**src/rtl/wb_writer_pkg.sv**
```systemverilog
// wb_writer_pkg: shared widths and the {rd, data} write-beat record
package wb_writer_pkg;
    localparam int XLEN   = 32;
    localparam int REG_AW = 5;
    typedef struct packed {
        logic [REG_AW-1:0] rd;
        logic [XLEN-1:0]   data;
    } wb_entry_t;
endpackage

```
**src/rtl/wb_writer_fifo.sv**
```systemverilog
// wb_fifo: synchronous queue of write entries with per-entry rd match vectors
// Ports: clk/rst; push/din enqueue; pop dequeues head; count/full/empty status;
//        rs1_match/rs2_match flag live entries whose rd equals rs1_addr/rs2_addr.
module wb_fifo
    import wb_writer_pkg::*;
#(
    parameter int DEPTH = 4
) (
    input  logic                      clk,
    input  logic                      rst,
    input  logic                      push,
    input  logic                      pop,
    input  wb_entry_t                 din,
    input  logic [REG_AW-1:0]         rs1_addr,
    input  logic [REG_AW-1:0]         rs2_addr,
    output wb_entry_t                 head,
    output logic [$clog2(DEPTH):0]    count,
    output logic                      full,
    output logic                      empty,
    output logic [DEPTH-1:0]          rs1_match,
    output logic [DEPTH-1:0]          rs2_match
);
    localparam int AW = $clog2(DEPTH);
    wb_entry_t mem_q [DEPTH];
    logic [AW-1:0] wr_q, rd_q;
    logic [AW:0]   count_q;
    always_ff @(posedge clk) begin
        if (rst) begin
            wr_q    <= '0;
            rd_q    <= '0;
            count_q <= '0;
        end else begin
            if (push) wr_q <= wr_q + 1'b1;
            if (pop) rd_q <= rd_q + 1'b1;
            count_q <= count_q + {{AW{1'b0}}, push} - {{AW{1'b0}}, pop};
        end
    end
    always_ff @(posedge clk) begin
        if (push) mem_q[wr_q] <= din;
    end
    assign head  = mem_q[rd_q];
    assign count = count_q;
    assign full  = count_q == (AW+1)'(DEPTH);
    assign empty = count_q == '0;
    // An entry is live when its distance from the read pointer is below count.
    for (genvar i = 0; i < DEPTH; i++) begin : g_match
        logic [AW-1:0] off;
        logic          live;
        assign off          = AW'(i) - rd_q;
        assign live         = {1'b0, off} < count_q;
        assign rs1_match[i] = live && mem_q[i].rd == rs1_addr;
        assign rs2_match[i] = live && mem_q[i].rd == rs2_addr;
    end
endmodule

```
**src/rtl/wb_writer.sv**
```systemverilog
// wb_writer: arbitrates ALU and LSU results onto the single regfile write port
// Ports: clk/rst; alu_valid/ready/rd/data and lsu_valid/ready/rd/data result
//        handshakes; issue_load/issue_rd mark pending loads; rs1/rs2_addr in,
//        rs1/rs2_busy out for issue stalls; reg_wr_en/rd_addr/w_data registered beat.
module wb_writer
    import wb_writer_pkg::*;
#(
    parameter int FIFO_DEPTH = 4,
    parameter int STARVE_MAX = 4
) (
    input  logic              clk,
    input  logic              rst,
    input  logic              alu_valid,
    output logic              alu_ready,
    input  logic [REG_AW-1:0] alu_rd,
    input  logic [XLEN-1:0]   alu_data,
    input  logic              lsu_valid,
    output logic              lsu_ready,
    input  logic [REG_AW-1:0] lsu_rd,
    input  logic [XLEN-1:0]   lsu_data,
    input  logic              issue_load,
    input  logic [REG_AW-1:0] issue_rd,
    input  logic [REG_AW-1:0] rs1_addr,
    input  logic [REG_AW-1:0] rs2_addr,
    output logic              rs1_busy,
    output logic              rs2_busy,
    output logic              reg_wr_en,
    output logic [REG_AW-1:0] rd_addr,
    output logic [XLEN-1:0]   w_data
);
    localparam int SW = $clog2(STARVE_MAX + 1);
    localparam int NR = 1 << REG_AW;
    wb_entry_t head, beat_d, beat_q;
    logic [$clog2(FIFO_DEPTH):0] count;
    logic full, empty, lsu_fire, alu_fire, pop, bypass, push, beat_v, hold, en_q;
    logic [FIFO_DEPTH-1:0] rs1_match, rs2_match;
    logic [SW-1:0] starve_q, starve_d;
    logic [NR-1:0] busy_q, busy_d;
    wb_fifo #(.DEPTH(FIFO_DEPTH)) u_fifo (
        .clk       (clk),
        .rst       (rst),
        .push      (push),
        .pop       (pop),
        .din       ('{rd: alu_rd, data: alu_data}),
        .rs1_addr  (rs1_addr),
        .rs2_addr  (rs2_addr),
        .head      (head),
        .count     (count),
        .full      (full),
        .empty     (empty),
        .rs1_match (rs1_match),
        .rs2_match (rs2_match)
    );
    // After STARVE_MAX back-to-back LSU wins over a waiting queue, the LSU sits out one cycle.
    assign hold      = starve_q == SW'(STARVE_MAX);
    assign lsu_ready = !rst && !hold;
    assign alu_ready = !rst && !full;
    assign lsu_fire  = lsu_valid && lsu_ready;
    assign alu_fire  = alu_valid && alu_ready;
    assign pop       = !lsu_fire && !empty;
    assign bypass    = alu_fire && !lsu_fire && empty;
    assign push      = alu_fire && !bypass;
    assign beat_v    = lsu_fire || pop || bypass;
    assign beat_d    = lsu_fire ? '{rd: lsu_rd, data: lsu_data} : pop ? head : '{rd: alu_rd, data: alu_data};
    assign starve_d  = (pop || count == '0) ? '0 : lsu_fire ? starve_q + 1'b1 : starve_q;
    always_comb begin
        busy_d = busy_q;
        if (lsu_fire) busy_d[lsu_rd] = 1'b0;
        if (issue_load) busy_d[issue_rd] = 1'b1;
        busy_d[0] = 1'b0;
    end
    // The beat register is not searched: the regfile commits it before decode reads.
    assign rs1_busy  = |rs1_addr && (busy_q[rs1_addr] || |rs1_match);
    assign rs2_busy  = |rs2_addr && (busy_q[rs2_addr] || |rs2_match);
    assign reg_wr_en = en_q;
    assign rd_addr   = beat_q.rd;
    assign w_data    = beat_q.data;
    always_ff @(posedge clk) begin
        if (rst) begin
            en_q     <= 1'b0;
            beat_q   <= '0;
            starve_q <= '0;
            busy_q   <= '0;
        end else begin
            en_q     <= beat_v && |beat_d.rd;
            if (beat_v && |beat_d.rd) beat_q <= beat_d;
            starve_q <= starve_d;
            busy_q   <= busy_d;
        end
    end
endmodule

```
**config.mk**
```make
export PLATFORM = sky130hd
export DESIGN_NAME = wb_writer
export DESIGN_NICKNAME = d
export VERILOG_FILES = /design/src/rtl/wb_writer_pkg.sv /design/src/rtl/wb_writer_fifo.sv /design/src/rtl/wb_writer.sv
export SDC_FILE = /design/constraint.sdc
export NUM_CORES = 1
export LEC_CHECK = 0
export ABC_AREA = 1
export BUFFER_PORTS_ARGS = -buffer_cell sky130_fd_sc_hd__buf_2
export CAP_MARGIN = 20
export CORE_MARGIN = 1
export CORE_UTILIZATION = 36
export DETAILED_ROUTE_END_ITERATION = 8
export PLACE_DENSITY = 0.62
export SLEW_MARGIN = 0
export SYNTH_ARGS = -nofsm -noshare
export SYNTH_HDL_FRONTEND = slang
export SYNTH_HIERARCHICAL = 1
export SYNTH_SLANG_ARGS = --single-unit
export TNS_END_PERCENT = 100
```
**constraint.sdc**
```tcl
create_clock -name clk -period 3.7 [get_ports clk]
set_input_delay 0.185 -clock clk [delete_from_list [all_inputs] [get_ports clk]]
set_output_delay 0.185 -clock clk [all_outputs]
set_load 0.05 [all_outputs]
```
==> impl_metrics.yaml <==
grt:
  grt_first_pass_wirelength_um: 47200
  grt_max_degree: 69
  antenna_found_initial: 0
  grt_use_total_pct: 19.1
  grt_pass1_vias: 8938
  grt_overflow: 0
sta:
  worst_pin_slew_ns: 1.01
  drv_slew: 0
  finClkSkew_ns: 0.0221
  final-setup-viol-count: 0
  fin_crit_ns: 2.89
  relSlewSlack_pct: 32.3
  finalHoldViolCount: 0
  max_freq_mhz: 346
  rsz0062_at_grt: "false"
  post-route-period-util_pct: 78.1
  setup_tns_ns: 0
clock_tree:
  cts_num_sinks: 229
  cts_resized: 0
  clk_path_buf_depth: 3
  worstSkewPairLatency_ns: 0.53
  ctsHtreeMaxLevel: 1
  root_buffer: "clkbuf_16"
  clkSlewWorstSetupHoldPaths_ns: 0.06
  cts-buffers-inserted: 26
  cts_tree: "done"
synthesis:
  ys_types: 31
  synth.most_common_cell: "nand2_1"
  synth_top_family_by_area: "simple AND/OR/NAND/NOR gates"
  synth_fp_nets: 1414
  syn_avg_cell_area_um2: 8.45
  synth_xor_area_share_pct: 0.634
  synth_top_cell_area_share_pct: 40.2
  synth_compound_area_share_pct: 14.3
  synthAdderAreaFrac_pct: 1.54
  synth_cells: 1307
  yosys.area.top_type: "edfxtp_1"
  synth-main-ff-cell: "edfxtp_1"
  synth_edf_count: 148
  yosys_warnings: 6
  ys_seq_elements: 229
  synth_commonest_cells: "nand2_1, nor2_1, edfxtp_1"
  synthArstFlopShare_pct: 0
  seq_area_frac_synth_pct: 54.9
  synth_simple_gate_area_share_pct: 22.1
  muxShareOfSynthArea_pct: 0
  netlist_area_um2: 11000
  synthTopCellsByArea: "edfxtp_1, dfxtp_1, nand2_1"
placed_design:
  gp_congestion: 0.881
  port_buffers: 135
  dp_hpwl_um: 19300
power_and_ir_drop:
  switching_share_pct: 39.9
  p_clk_share_pct: 27.3
  p_switching_uw: 3680
  leakage_uw: 0.00551
  total_power_uw: 9230
  irDropWorstVdd_mv: 0.447
  combinationalPowerShare_pct: 37.1
  power_density_nw_per_um2: 701
  internal-power_uw: 5550
  pwr-share-seq_pct: 35.5
hold_path:
  hp-class: "in2reg"
finish:
  nets: 1567
  layout-drive-gt1-share_pct: 13.7
  areaGrowthSynthToFinish_pct: 19.2
  nFillCells: 2998
  diodes: 0
setup_path:
  crit_arrival_ns: 3.28
  crit_path_max_fanout: 68
  crit_path_frequent_cell: "nand2_1"
  cp.required_ns: 4.09
  worstSetupPathType: "reg2reg"
  slowest_stage: "buf_4"
  cpPeakStageDelay_ns: 0.58
  cp-end-kind: "register"
  start_kind: "register"
  cp_cell_sequence: "inv_1, ha_1, nand2_1, nand3_4, nand2_1, inv_2, nand2_1, nand2_1, nor2_1, nand3_2, buf_4, nand2_2, nand2_1, a21oi_1"
run_status:
  outcome: "finished, final reports clean"
die:
  die_y_um: 177
  dieArea_um2: 31400
  core_um2: 30000
  ioPinCount: 136
  rows: 63
  start_util_pct: 36.9
  dieWidth_um: 177
route:
  drtAntennaViolNets: 0
  dr.pass1.iters: 5
  wl_per_cell_um: 16.2
  drt_first_iter_violations: 674
  vias_per_cell: 5.16
  routed_wirelength_um: 30300
  num_vias: 9639
  drc: 0
run:
  cap_violations: 0
-- final cells by class --
cell class / instances / area, um^2 / share of cell area [%]
inverters: 89 / 334 / 2.54
clock inverters: 8 / 72.6 / 0.551
well taps: 390 / 488 / 3.71
flip-flops and latches: 229 / 6070 / 46.1
clock buffers: 39 / 777 / 5.90
repair buffers: 189 / 1170 / 8.89
multi-input cells: 925 / 4260 / 32.3
-- routing by layer --
metal | share of wire [%] | global-route usage, % | up-vias | wire (um)
met4 | 2.3 | 5.96 | 0 | 707
met5 | 0 | 0 | - | 0
met3 | 5.7 | 2.34 | 49 | 1730
met2 | 48 | 32.4 | 295 | 14600
met1 | 44 | 25.4 | 4562 | 13300
li1 | - | - | 4733 | -
-- per-stage QoR --
| step | std cells | util [%] | hold slack [ns] | instance area, um^2 | setup WS [ns] |
|---|---|---|---|---|---|
| final | 1869 | 44.0 | 0.0189 | 13200 | 0.812 |
| after global routing | 1869 | 44.0 | 0.0611 | 13200 | 0.517 |
| after CTS | 1868 | 43.9 | 0.000877 | 13200 | 0.774 |
| after detailed placement | 1784 | 39.9 | 0.417 | 11900 | 0.794 |
| after global placement | 1784 | 39.9 | 0.415 | 11900 | 0.864 |
| after floorplan | 1307 | - | 0.256 | 11000 | 0.808 |
-- power groups by stage --
stage | Combinational (uW) | Sequential (uW) | Clock (uW)
6_report | 3430 | 3280 | 2520
5_1_grt | 3780 | 3310 | 2670
4_1_cts | 3450 | 3280 | 2580
3_5_place_dp | 3410 | 3330 | 0
3_3_place_gp | 3360 | 3330 | 0
2_1_floorplan | 1950 | 4010 | 0
-- path summary, 6_finish.rpt --
path	slack (ns)	endpoint	start	depth (start not counted)
worst max-delay path	0.81	rd_addr[2]$_SDFFE_PP0P_	starve_q[0]$_SDFFE_PP0P_	14
worst min-delay path	0.02	busy_q[3]$_SDFF_PP0_	issue_rd[2]	4
worst max register to register	0.81	rd_addr[2]$_SDFFE_PP0P_	starve_q[0]$_SDFFE_PP0P_	14
worst min register to register	0.47	rd_addr[0]$_SDFFE_PP0P_	rd_addr[0]$_SDFFE_PP0P_	2
-- logic make-up after synthesis --
group	Yosys count
XOR/XNOR	8
buffers and inverters	153
AND/OR/NAND/NOR	606
adder cells (fa/ha/maj)	13
flip-flops	229
AO/OA/AOI/OAI	298
-- worst max-delay path, delay by kind of cell (launching register included) --
family	cells	cell delay (ns)
buffers and inverters	3	1.23
and+or+nand+nor	9	0.96
DFF	1	0.32
adders and majority gates	1	0.16
AOI/OAI and AO/OA	1	0.06
-- placed cells by master (no fill, tap or decap), drive strengths merged --
| cell type | Yosys | final |
|---|---|---|
| nand2 | 346 | 346 |
| nor2 | 153 | 153 |
| buf | 37 | 151 |
| edfxtp | 148 | 148 |
| a21oi | 127 | 127 |
| o21ai | 121 | 121 |
| inv | 89 | 90 |
| nand3 | 87 | 87 |
| dfxtp | 81 | 81 |
| clkbuf | 27 | 40 |
| dlygate4sd3 | 0 | 37 |
| o22ai | 32 | 32 |
| o211ai | 17 | 17 |
| nor3 | 13 | 13 |
| ha | 12 | 12 |
| xnor2 | 7 | 7 |
| clkinv | 0 | 5 |
| nand4 | 2 | 2 |
| nor4 | 2 | 2 |
| or2 | 2 | 2 |
| nand3b | 1 | 1 |
| o311ai | 1 | 1 |
| bufinv | 0 | 1 |
| clkinvlp | 0 | 1 |
| xor2 | 1 | 1 |
| fa | 1 | 1 |
-- state kept, by name (all words and copies together), names as in the netlist, named ones only --
register	cells
u_fifo/mem_q	148
w_data	32
busy_q	31
rd_addr	5
starve_q	3
u_fifo/count	3
u_fifo/rd_q	2
u_fifo/wr_q	2
reg_wr_en	1
-- timing repair --
action,4_1_cts,5_1_grt
endpoints found under the setup margin,0,0
endpoints found under the hold margin,148,0
hold buffers,37,0
setup buffers,0,0
No activity file was read; power rests on OpenSTA's default activity.
